$ cat src/rtl/decode_ctrl_stage.sv
// RV32I decoder registered into the ID/EX pipeline register, with load-use bubble insertion.
// Optional feature macro M_EXT_EN: decode the RV32M multiply/divide group (illegal when undefined).
module decode_ctrl_stage #(
    parameter int XLEN  = 32,
    parameter int ALU_W = 5,
    parameter int CNT_W = 16
) (
    input  logic             clk,
    input  logic             reset_n,
    input  logic             if_valid,
    input  logic [31:0]      if_instr,
    input  logic [XLEN-1:0]  if_pc,
    output logic             id_ready,
    input  logic             ex_stall,
    input  logic             flush,
    output logic             ex_valid,
    output logic [ALU_W-1:0] ex_alu_ctrl,
    output logic             ex_alu_src,
    output logic             ex_mem_wen,
    output logic             ex_wb_sel,
    output logic             ex_reg_wb,
    output logic             ex_branch,
    output logic [1:0]       ex_jump,
    output logic             ex_auipc,
    output logic [2:0]       ex_funct3,
    output logic [XLEN-1:0]  ex_imm,
    output logic [XLEN-1:0]  ex_pc,
    output logic [4:0]       ex_rs1,
    output logic [4:0]       ex_rs2,
    output logic [4:0]       ex_rd,
    output logic             illegal,
    output logic [CNT_W-1:0] ill_count
);

    typedef enum logic [0:0] {ST_RUN, ST_BUBBLE} state_e;

    localparam logic [6:0] OPC_LUI    = 7'b0110111;
    localparam logic [6:0] OPC_AUIPC  = 7'b0010111;
    localparam logic [6:0] OPC_JAL    = 7'b1101111;
    localparam logic [6:0] OPC_JALR   = 7'b1100111;
    localparam logic [6:0] OPC_BRANCH = 7'b1100011;
    localparam logic [6:0] OPC_LOAD   = 7'b0000011;
    localparam logic [6:0] OPC_STORE  = 7'b0100011;
    localparam logic [6:0] OPC_IMM    = 7'b0010011;
    localparam logic [6:0] OPC_OP     = 7'b0110011;

    localparam logic [6:0] F7_BASE   = 7'b0000000;
    localparam logic [6:0] F7_ALT    = 7'b0100000;
    localparam logic [6:0] F7_MULDIV = 7'b0000001;

    localparam logic [ALU_W-1:0] ALU_ADD   = ALU_W'(5'h00);
    localparam logic [ALU_W-1:0] ALU_SUB   = ALU_W'(5'h01);
    localparam logic [ALU_W-1:0] ALU_XOR   = ALU_W'(5'h02);
    localparam logic [ALU_W-1:0] ALU_OR    = ALU_W'(5'h03);
    localparam logic [ALU_W-1:0] ALU_AND   = ALU_W'(5'h04);
    localparam logic [ALU_W-1:0] ALU_SLL   = ALU_W'(5'h05);
    localparam logic [ALU_W-1:0] ALU_SRL   = ALU_W'(5'h06);
    localparam logic [ALU_W-1:0] ALU_BEQ   = ALU_W'(5'h07);
    localparam logic [ALU_W-1:0] ALU_BNE   = ALU_W'(5'h08);
    localparam logic [ALU_W-1:0] ALU_SLT   = ALU_W'(5'h09);
    localparam logic [ALU_W-1:0] ALU_SRA   = ALU_W'(5'h0A);
    localparam logic [ALU_W-1:0] ALU_AUIPC = ALU_W'(5'h0B);
    localparam logic [ALU_W-1:0] ALU_BLT   = ALU_W'(5'h0C);
    localparam logic [ALU_W-1:0] ALU_BGE   = ALU_W'(5'h0D);
    localparam logic [ALU_W-1:0] ALU_SLTU  = ALU_W'(5'h0E);
    localparam logic [ALU_W-1:0] ALU_BLTU  = ALU_W'(5'h0F);
    localparam logic [ALU_W-1:0] ALU_BGEU  = ALU_W'(5'h10);
    localparam logic [ALU_W-1:0] ALU_PASSB = ALU_W'(5'h11);
`ifdef M_EXT_EN
    localparam logic [ALU_W-1:0] ALU_MUL   = ALU_W'(5'h12);
`endif

    logic [6:0] opcode;
    logic [2:0] funct3;
    logic [6:0] funct7;
    logic [4:0] rd_f, rs1_f, rs2_f;

    assign opcode = if_instr[6:0];
    assign rd_f   = if_instr[11:7];
    assign funct3 = if_instr[14:12];
    assign rs1_f  = if_instr[19:15];
    assign rs2_f  = if_instr[24:20];
    assign funct7 = if_instr[31:25];

    logic [XLEN-1:0] imm_i, imm_s, imm_b, imm_u, imm_j;

    assign imm_i = {{(XLEN-11){if_instr[31]}}, if_instr[30:20]};
    assign imm_s = {{(XLEN-11){if_instr[31]}}, if_instr[30:25], if_instr[11:7]};
    assign imm_b = {{(XLEN-12){if_instr[31]}}, if_instr[7], if_instr[30:25], if_instr[11:8], 1'b0};
    assign imm_u = {{(XLEN-31){if_instr[31]}}, if_instr[30:12], 12'b0};
    assign imm_j = {{(XLEN-20){if_instr[31]}}, if_instr[19:12], if_instr[20], if_instr[30:21], 1'b0};

    logic [ALU_W-1:0] alu_d;
    logic             alu_src_d, mem_wen_d, wb_sel_d, reg_wb_d, branch_d, auipc_d, illegal_d;
    logic [1:0]       jump_d;
    logic [XLEN-1:0]  imm_d;
    logic             rs1_used, rs2_used;

    always_comb begin
        alu_d     = ALU_ADD;
        alu_src_d = 1'b0;
        mem_wen_d = 1'b0;
        wb_sel_d  = 1'b0;
        reg_wb_d  = 1'b0;
        branch_d  = 1'b0;
        jump_d    = 2'b00;
        auipc_d   = 1'b0;
        imm_d     = '0;
        rs1_used  = 1'b0;
        rs2_used  = 1'b0;
        illegal_d = 1'b0;
        case (opcode)
            OPC_LUI: begin
                alu_d = ALU_PASSB; alu_src_d = 1'b1; reg_wb_d = 1'b1; imm_d = imm_u;
            end
            OPC_AUIPC: begin
                alu_d = ALU_AUIPC; alu_src_d = 1'b1; auipc_d = 1'b1; reg_wb_d = 1'b1; imm_d = imm_u;
            end
            OPC_JAL: begin
                jump_d = 2'b01; reg_wb_d = 1'b1; imm_d = imm_j;
            end
            OPC_JALR: begin
                jump_d = 2'b10; alu_src_d = 1'b1; reg_wb_d = 1'b1; imm_d = imm_i; rs1_used = 1'b1;
                illegal_d = (funct3 != 3'b000);
            end
            OPC_BRANCH: begin
                branch_d = 1'b1; imm_d = imm_b; rs1_used = 1'b1; rs2_used = 1'b1;
                case (funct3)
                    3'b000:  alu_d = ALU_BEQ;
                    3'b001:  alu_d = ALU_BNE;
                    3'b100:  alu_d = ALU_BLT;
                    3'b101:  alu_d = ALU_BGE;
                    3'b110:  alu_d = ALU_BLTU;
                    3'b111:  alu_d = ALU_BGEU;
                    default: illegal_d = 1'b1;
                endcase
            end
            OPC_LOAD: begin
                alu_src_d = 1'b1; wb_sel_d = 1'b1; reg_wb_d = 1'b1; imm_d = imm_i; rs1_used = 1'b1;
                illegal_d = (funct3 == 3'b011) || (funct3 == 3'b110) || (funct3 == 3'b111);
            end
            OPC_STORE: begin
                mem_wen_d = 1'b1; alu_src_d = 1'b1; imm_d = imm_s; rs1_used = 1'b1; rs2_used = 1'b1;
                illegal_d = (funct3 > 3'b010);
            end
            OPC_IMM: begin
                alu_src_d = 1'b1; reg_wb_d = 1'b1; imm_d = imm_i; rs1_used = 1'b1;
                case (funct3)
                    3'b000: alu_d = ALU_ADD;
                    3'b001: begin alu_d = ALU_SLL; illegal_d = (funct7 != F7_BASE); end
                    3'b010: alu_d = ALU_SLT;
                    3'b011: alu_d = ALU_SLTU;
                    3'b100: alu_d = ALU_XOR;
                    3'b101: begin
                        // shift-type selected by instr[30]; the rest of funct7 must be zero
                        alu_d     = if_instr[30] ? ALU_SRA : ALU_SRL;
                        illegal_d = (funct7 != F7_BASE) && (funct7 != F7_ALT);
                    end
                    3'b110: alu_d = ALU_OR;
                    default: alu_d = ALU_AND;
                endcase
            end
            OPC_OP: begin
                reg_wb_d = 1'b1; rs1_used = 1'b1; rs2_used = 1'b1;
                if (funct7 == F7_BASE) begin
                    case (funct3)
                        3'b000:  alu_d = ALU_ADD;
                        3'b001:  alu_d = ALU_SLL;
                        3'b010:  alu_d = ALU_SLT;
                        3'b011:  alu_d = ALU_SLTU;
                        3'b100:  alu_d = ALU_XOR;
                        3'b101:  alu_d = ALU_SRL;
                        3'b110:  alu_d = ALU_OR;
                        default: alu_d = ALU_AND;
                    endcase
                end else if (funct7 == F7_ALT && funct3 == 3'b000) begin
                    alu_d = ALU_SUB;
                end else if (funct7 == F7_ALT && funct3 == 3'b101) begin
                    alu_d = ALU_SRA;
                end else if (funct7 == F7_MULDIV) begin
`ifdef M_EXT_EN
                    alu_d = ALU_MUL + ALU_W'(funct3);
`else
                    illegal_d = 1'b1;
`endif
                end else begin
                    illegal_d = 1'b1;
                end
            end
            default: illegal_d = 1'b1;
        endcase
        // an illegal word travels down the pipe as a harmless no-op
        if (illegal_d) begin
            alu_d     = ALU_ADD;
            alu_src_d = 1'b0;
            mem_wen_d = 1'b0;
            wb_sel_d  = 1'b0;
            reg_wb_d  = 1'b0;
            branch_d  = 1'b0;
            jump_d    = 2'b00;
            auipc_d   = 1'b0;
            imm_d     = '0;
            rs1_used  = 1'b0;
            rs2_used  = 1'b0;
        end
    end

    state_e           state_q;
    logic             ex_valid_q, ex_alu_src_q, ex_mem_wen_q, ex_wb_sel_q, ex_reg_wb_q;
    logic             ex_branch_q, ex_auipc_q, illegal_q;
    logic [ALU_W-1:0] ex_alu_ctrl_q;
    logic [1:0]       ex_jump_q;
    logic [2:0]       ex_funct3_q;
    logic [XLEN-1:0]  ex_imm_q, ex_pc_q;
    logic [4:0]       ex_rs1_q, ex_rs2_q, ex_rd_q;
    logic [CNT_W-1:0] ill_count_q;
    logic             haz;

    // load-use: the word in ID reads the register a load in ID/EX is about to produce
    assign haz = if_valid && (state_q == ST_RUN) && ex_valid_q && ex_wb_sel_q && (ex_rd_q != 5'd0) &&
                 ((rs1_used && (rs1_f == ex_rd_q)) || (rs2_used && (rs2_f == ex_rd_q)));

    assign id_ready = flush || (!ex_stall && !haz);

    always_ff @(posedge clk or negedge reset_n) begin
        if (!reset_n) begin
            state_q       <= ST_RUN;
            ex_valid_q    <= 1'b0;
            ex_alu_ctrl_q <= '0;
            ex_alu_src_q  <= 1'b0;
            ex_mem_wen_q  <= 1'b0;
            ex_wb_sel_q   <= 1'b0;
            ex_reg_wb_q   <= 1'b0;
            ex_branch_q   <= 1'b0;
            ex_jump_q     <= 2'b00;
            ex_auipc_q    <= 1'b0;
            ex_funct3_q   <= 3'b000;
            ex_imm_q      <= '0;
            ex_pc_q       <= '0;
            ex_rs1_q      <= 5'd0;
            ex_rs2_q      <= 5'd0;
            ex_rd_q       <= 5'd0;
            illegal_q     <= 1'b0;
            ill_count_q   <= '0;
        end else begin
            illegal_q <= 1'b0;
            if (flush) begin
                ex_valid_q <= 1'b0;
                state_q    <= ST_RUN;
            end else if (ex_stall) begin
                state_q <= state_q;
            end else if (haz) begin
                ex_valid_q <= 1'b0;
                state_q    <= ST_BUBBLE;
            end else begin
                state_q    <= ST_RUN;
                ex_valid_q <= if_valid;
                if (if_valid) begin
                    ex_alu_ctrl_q <= alu_d;
                    ex_alu_src_q  <= alu_src_d;
                    ex_mem_wen_q  <= mem_wen_d;
                    ex_wb_sel_q   <= wb_sel_d;
                    ex_reg_wb_q   <= reg_wb_d;
                    ex_branch_q   <= branch_d;
                    ex_jump_q     <= jump_d;
                    ex_auipc_q    <= auipc_d;
                    ex_funct3_q   <= funct3;
                    ex_imm_q      <= imm_d;
                    ex_pc_q       <= if_pc;
                    ex_rs1_q      <= rs1_used ? rs1_f : 5'd0;
                    ex_rs2_q      <= rs2_used ? rs2_f : 5'd0;
                    ex_rd_q       <= reg_wb_d ? rd_f : 5'd0;
                    illegal_q     <= illegal_d;
                    if (illegal_d && (ill_count_q != {CNT_W{1'b1}}))
                        ill_count_q <= ill_count_q + CNT_W'(1);
                end
            end
        end
    end

    assign ex_valid    = ex_valid_q;
    assign ex_alu_ctrl = ex_alu_ctrl_q;
    assign ex_alu_src  = ex_alu_src_q;
    assign ex_mem_wen  = ex_mem_wen_q;
    assign ex_wb_sel   = ex_wb_sel_q;
    assign ex_reg_wb   = ex_reg_wb_q;
    assign ex_branch   = ex_branch_q;
    assign ex_jump     = ex_jump_q;
    assign ex_auipc    = ex_auipc_q;
    assign ex_funct3   = ex_funct3_q;
    assign ex_imm      = ex_imm_q;
    assign ex_pc       = ex_pc_q;
    assign ex_rs1      = ex_rs1_q;
    assign ex_rs2      = ex_rs2_q;
    assign ex_rd       = ex_rd_q;
    assign illegal     = illegal_q;
    assign ill_count   = ill_count_q;

endmodule
$ cat config.mk
export PLATFORM = sky130hd
export DESIGN_NAME = decode_ctrl_stage
export DESIGN_NICKNAME = d
export VERILOG_FILES = /design/src/rtl/decode_ctrl_stage.sv
export SDC_FILE = /design/constraint.sdc
export NUM_CORES = 1
export LEC_CHECK = 0
export CAP_MARGIN = 0
export CORE_ASPECT_RATIO = 0.5
export CORE_MARGIN = 4
export CORE_UTILIZATION = 34
export CTS_BUF_LIST = sky130_fd_sc_hd__clkbuf_16
export CTS_CLUSTER_SIZE = 20
export DETAILED_ROUTE_END_ITERATION = 8
export SLEW_MARGIN = 40
export SYNTH_ARGS = -nofsm -noshare
export SYNTH_HDL_FRONTEND = slang
export SYNTH_SLANG_ARGS = --single-unit
$ cat constraint.sdc
create_clock -name clk -period 13.5 [get_ports clk]
set_clock_uncertainty 0.05 [all_clocks]
set_input_delay 4.05 -clock clk [delete_from_list [all_inputs] [get_ports clk]]
set_output_delay 4.05 -clock clk [all_outputs]
set_load 0.005 [all_outputs]
==> metrics.txt, run 1 <==
PwrDens 119.1 mW/mm^2; largest cells by area after synthesis dfrtp_1 (49%), mux2_2 (12%), xor2_1 (3.3%); Final Cell Area 0.008379 sq mm; Overflow after GRT 0; Final nets 786; static leakage 0.003574 uW; DRT Pass-1 Iters 5; synth warn 0; fraction of registers with async set/reset 1.000; Post-Syn Instances 542; detailed placement HPWL 13.16 mm; CTS tree yes; Placed Instances 924; Worst Path Arrival 7280 ps; Netlist cell types 64; Tot GR Track Use 0.1872; met2 Use GR 0.2971; flop2flop setup slack 9960 ps; CP Class in -> out; largest family of logic cells by synthesized area multiplexers; post-synthesis xor/xnor area fraction 0.03601; Hold Startpoint ex_alu_src; Hold Path Sink ex_alu_src; number of remaining DRC errors 0; hold buffer count at CTS 0; Worst Path Required 9400 ps; first-pass GRT wire length 29.06 mm; sequential element share of the synthesized area 0.4887; die width 193.3 um; main flop type after synthesis dfrtp_1; worst-skew pair later-pin latency 400 ps; CTS Buf Count 17; worst setup slack after layout 2121 ps; final setup vio count 0; setup repair bufs after CTS 0; synthesis-to-finish area growth 43.56%; WL per Instance 18.99 um; vias in the first global route 5174; Area after DPL 0.007828 sq mm; crit path max fanout 17; FMAX 0.08788 GHz; simple-gate share of the synthesized area 0.1520; min Tclk post-route 11380 ps; hold depth 1; Slew Viols, Final 0; fraction of layout cells with a size suffix above 1 0.1481; Root Buffer clkbuf_16; compound-cell area share of the yosys netlist 0.1241; FP Rows 33; num ports 183; Post-Place Worst Slack 2121 ps; Synth Area in Adders 0.002144; EDFF count, synth 0; Synth area leader dfrtp_1; number of antenna violations at the first check in global routing 0; placer's final routability congestion estimate 0.8595; R2R Path End ex_pc[12]; Worst VDD drop 0.00008620 V; CTS max path bufs 2; top cell type's share of synthesized area 0.4887; largest net degree at the start of global routing 69; Post-Syn Area per Cell 10.77 sq um; ANT cells 0; Routed Antenna Nets 0; Final period util 0.8429; FILL cells 1554; crit start category input port; Worst-Margin Slew 766.3 ps; max cap viols 0; PostCTS Resize Cnt 0; most frequent cells in the layout clkdlybuf4s50_1 (181), dfrtp_1 (114), mux2_2 (60), nand2_1 (31), nor2_1 (30); final instance count without filler cells 956; Hold Vio Cnt, Final 0; status complete, no violations; GR peak layer met2; die footprint 0.01946 sq mm; DR iter-0 viols 379; GR Util met1 0.2594; Core Area 0.01660 sq mm; CTS Sinks 114; setup_tns 0 ps; endpoint type of the worst setup path primary output; commonest non-fill, non-tap cell in the layout clkdlybuf4s50_1; I/O Buffers 182; Die Ht 100.7 um; worst r2r src ex_rd[2]; worst min path class reg -> reg; clock transition at the registers of the reported paths 50 ps; # H-tree levels 4; Vias 4932; met3 usage 0.05075; Routed Wire Length 18.16 mm; syn nets 612; starting density of the core 0.3517; via/cell ratio 5.159; Slew headroom 0.4849; mux share of post-synthesis cell area 0.1537; Seq cells post-synth 114; RSZ-0062 raised after global routing false; R2R depth 7; synthesized area 0.005837 sq mm
[routing by layer]
layer | vias up | wire, um
li1 | 2333 | -
met1 | 2437 | 8334
met2 | 145 | 8499
met3 | 17 | 1115
met4 | 0 | 206
met5 | - | 0
[final cells by class]
cell class / instances / area [sq um] / share of cell area
Clock buffer: 17 / 425.4 / 0.05077
Multi-Input combinational cell: 375 / 2740 / 0.3270
Tap cell: 227 / 284.0 / 0.03390
Clock inverter: 15 / 126.4 / 0.01508
Sequential cell: 114 / 2853 / 0.3405
Inverter: 18 / 67.56 / 0.008063
Timing Repair Buffer: 190 / 1883 / 0.2247
[worst max path at each step]
| stage | from | end | slack, ps | cells after the start |
|---|---|---|---|---|
| finish | if_instr[2] | id_ready | 2120 | 8 |
| global route | if_instr[14] | id_ready | 1820 | 8 |
| CTS | if_instr[2] | id_ready | 2110 | 8 |
| detailed placement | if_instr[2] | id_ready | 2120 | 8 |
| global placement | if_instr[5] | id_ready | 2210 | 8 |
| floorplan | if_instr[26] | id_ready | 3560 | 8 |
[per-stage QoR]
| step | total power (uW) | hold WS (ps) | util |
|---|---|---|---|
| 4_1_cts | 1013 | 432.3 | 0.5048 |
| 6_report | 997.8 | 426.3 | 0.5048 |
| 2_1_floorplan | 468.4 | 423.9 | - |
| 3_3_place_gp | 579.7 | 411.2 | 0.4710 |
| 3_5_place_dp | 582.1 | 419.6 | 0.4716 |
| 5_1_grt | 1050 | 453.2 | 0.5048 |
[where the power goes]
part           total [uW]  internal [uW]  switching, uW
Combinational         178            107           70.5
Clock                 424            266            158
Sequential            396            374           21.7
Total                 998            748            250
[critical path, cell delays in order]
cell             delay [ps]
clkdlybuf4s50_1         680
nand4bb_1               460
or3_1                   460
a21oi_2                 290
or3_1                   550
nor2_1                  110
o21bai_1                150
clkdlybuf4s50_1         520
[registers in the layout (all words and copies together) (netlist names), 2 cells and up]
signal	flops
ex_funct3	3
ill_count	16
ex_alu_ctrl	5
ex_rd	5
ex_rs2	5
ex_imm	32
ex_jump	2
ex_rs1	5
ex_pc	32
[synth_stat cells (5+ instances only)]
library cell,instances
nor3_1,16
a221oi_1,6
o21ai_0,20
inv_1,18
buf_2,7
nand2_1,31
mux2_1,17
a22oi_1,7
nor2b_1,6
a31oi_1,5
o22ai_1,7
and3_1,11
nand4_1,9
nand2b_1,6
mux2_2,60
dfrtp_1,114
clkbuf_1,18
nand3_1,19
xor2_1,22
a21oi_1,22
nor2_1,30
nor4_1,10
buf_4,6
[cells by family (layout without fill, tap and decap cells)]
group,after synthesis,count (layout)
buf+inv,53,240
flops,114,114
compound gates,104,104
simple gates,166,166
fa+ha+maj,1,1
mux,80,80
xor+xnor,24,24
Note: power is estimated with default switching activity, not from simulation.
==> run 2, diff against run 1 <==
clock period = 10 ns   (was 13.5 ns; I/O delays follow)
==> run 2 against run 1 <==
Worst hold slack lost 4.2 ps. Global-route usage shrank 0.073 points. Cell area grew 0.57%. Register-to-register slack lost 3500 ps. Largest power group unchanged. Count of clock-buffer cells in the layout is the same. Clock power grew 42%. Highest routed layer unchanged. Cell count grew 0.31%. Sequential share of layout area shrank 0.19 points.
==> metrics.txt, run 2 (synthesis gave the netlist of run 1 again) <==
vias in the first global route 5149; final setup vio count 0; hold depth 1; synthesis-to-finish area growth 44.37%; die footprint 0.01946 sq mm; CP Class in -> out; CTS Sinks 114; fraction of layout cells with a size suffix above 1 0.1530; PwrDens 163.4 mW/mm^2; placer's final routability congestion estimate 0.8950; worst min path class reg -> reg; Routed Wire Length 18.07 mm; GR peak layer met2; static leakage 0.003600 uW; commonest non-fill, non-tap cell in the layout clkdlybuf4s50_1; setup_tns 0 ps; Final period util 0.8906; met2 Use GR 0.2879; Tot Pwr 1377 uW; largest net degree at the start of global routing 69; I/O Buffers 182; worst-skew pair later-pin latency 410 ps; hold buffer count at CTS 0; detailed placement HPWL 13.09 mm; GR Util met1 0.2563; Die Ht 100.7 um; Vias 4939; PostCTS Resize Cnt 0; ANT cells 0; Util after Layout 0.5077; DRT Pass-1 Iters 5; Routed Antenna Nets 0; Final nets 789; crit path max fanout 18; RSZ-0062 raised after global routing false; Core Area 0.01660 sq mm; number of antenna violations at the first check in global routing 0; Worst-Margin Slew 804.4 ps; Overflow after GRT 0; number of remaining DRC errors 0; CTS max path bufs 2; starting density of the core 0.3517; # H-tree levels 4; num ports 183; FP Rows 33; Root Buffer clkbuf_16; first-pass GRT wire length 28.86 mm; clock transition at the registers of the reported paths 50 ps; status complete, no violations; Slew Viols, Final 0; max cap viols 0; min Tclk post-route 8906 ps; met3 usage 0.05242; CTS Buf Count 17; Tot GR Track Use 0.1865; crit start category input port; FMAX 0.1123 GHz; WL per Instance 18.84 um; endpoint type of the worst setup path primary output; Worst Path Required 6950 ps; Worst Path Arrival 5860 ps; Slew headroom 0.4637; setup repair bufs after CTS 0; CTS tree yes; via/cell ratio 5.150; Hold Vio Cnt, Final 0; most frequent cells in the layout clkdlybuf4s50_1 (181), dfrtp_1 (114), mux2_2 (60), nand2_1 (31), nor2_1 (30); Worst VDD drop 0.0001162 V; R2R depth 7; DR iter-0 viols 386; die width 193.3 um
[run 2: cell types whose count changed in the layout (fill, tap and decap cells not counted), sizes merged]
| cell | previous run | this run |
|---|---|---|
| inv | 20 | 21 |
| clkinvlp | 1 | 2 |
| buf | 9 | 12 |
| clkinv | 10 | 7 |
| bufinv | 2 | 3 |
[run 2: final timing paths]
path | slack [ps] | to | start
max | 1090 | id_ready | if_instr[4]
min | 420 | ex_jump[1] | ex_jump[1]
max reg2reg | 6460 | ex_alu_ctrl[1] | ex_rd[2]
min reg2reg | 420 | ex_jump[1] | ex_jump[1]
max in group asynchronous | 6280 | ill_count[11] | reset_n
min in group asynchronous | 2540 | ill_count[0] | reset_n
[run 2: area by class of cell]
| cell class | instances | area [sq um] |
|---|---|---|
| sequential | 114 | 2853 |
| timing repair buffer | 193 | 1906 |
| fill | 1552 | 8172 |
| tap | 227 | 284.0 |
| multi-input combinational | 375 | 2740 |
| clock buffer | 17 | 425.4 |
| inverter | 18 | 67.56 |
| clock inverter | 15 | 151.4 |
[run 2: through the flow]
stage	hold slack (ps)	cells	setup WS, ps	instance area, sq um
finish	422.1	959	1094	8427
global placement	411.2	927	1127	7840
floorplan	423.9	542	2156	5837
detailed placement	416.4	927	1117	7850
CTS	429.0	959	1104	8427
global route	439.2	959	923.4	8427
[run 2: power by group]
group	internal (uW)	total [uW]	switching, uW
Sequential	505	535	29.6
Clock	385	601	217
Combinational	146	241	95.2
Total	1040	1380	341
[run 2: critical path, stage by stage]
cell and delay, ps:
clkdlybuf4s50_1 890, mux2_2 400, a32oi_1 150, a31oi_1 270
or3_1 480, nor2_1 140, o21bai_1 70, clkdlybuf4s50_1 450
[run 2: layer usage]
metal	wire (um)	up-vias
met3	972	17
li1	-	2329
met1	8360	2463
met4	255	0
met5	0	-
met2	8477	130
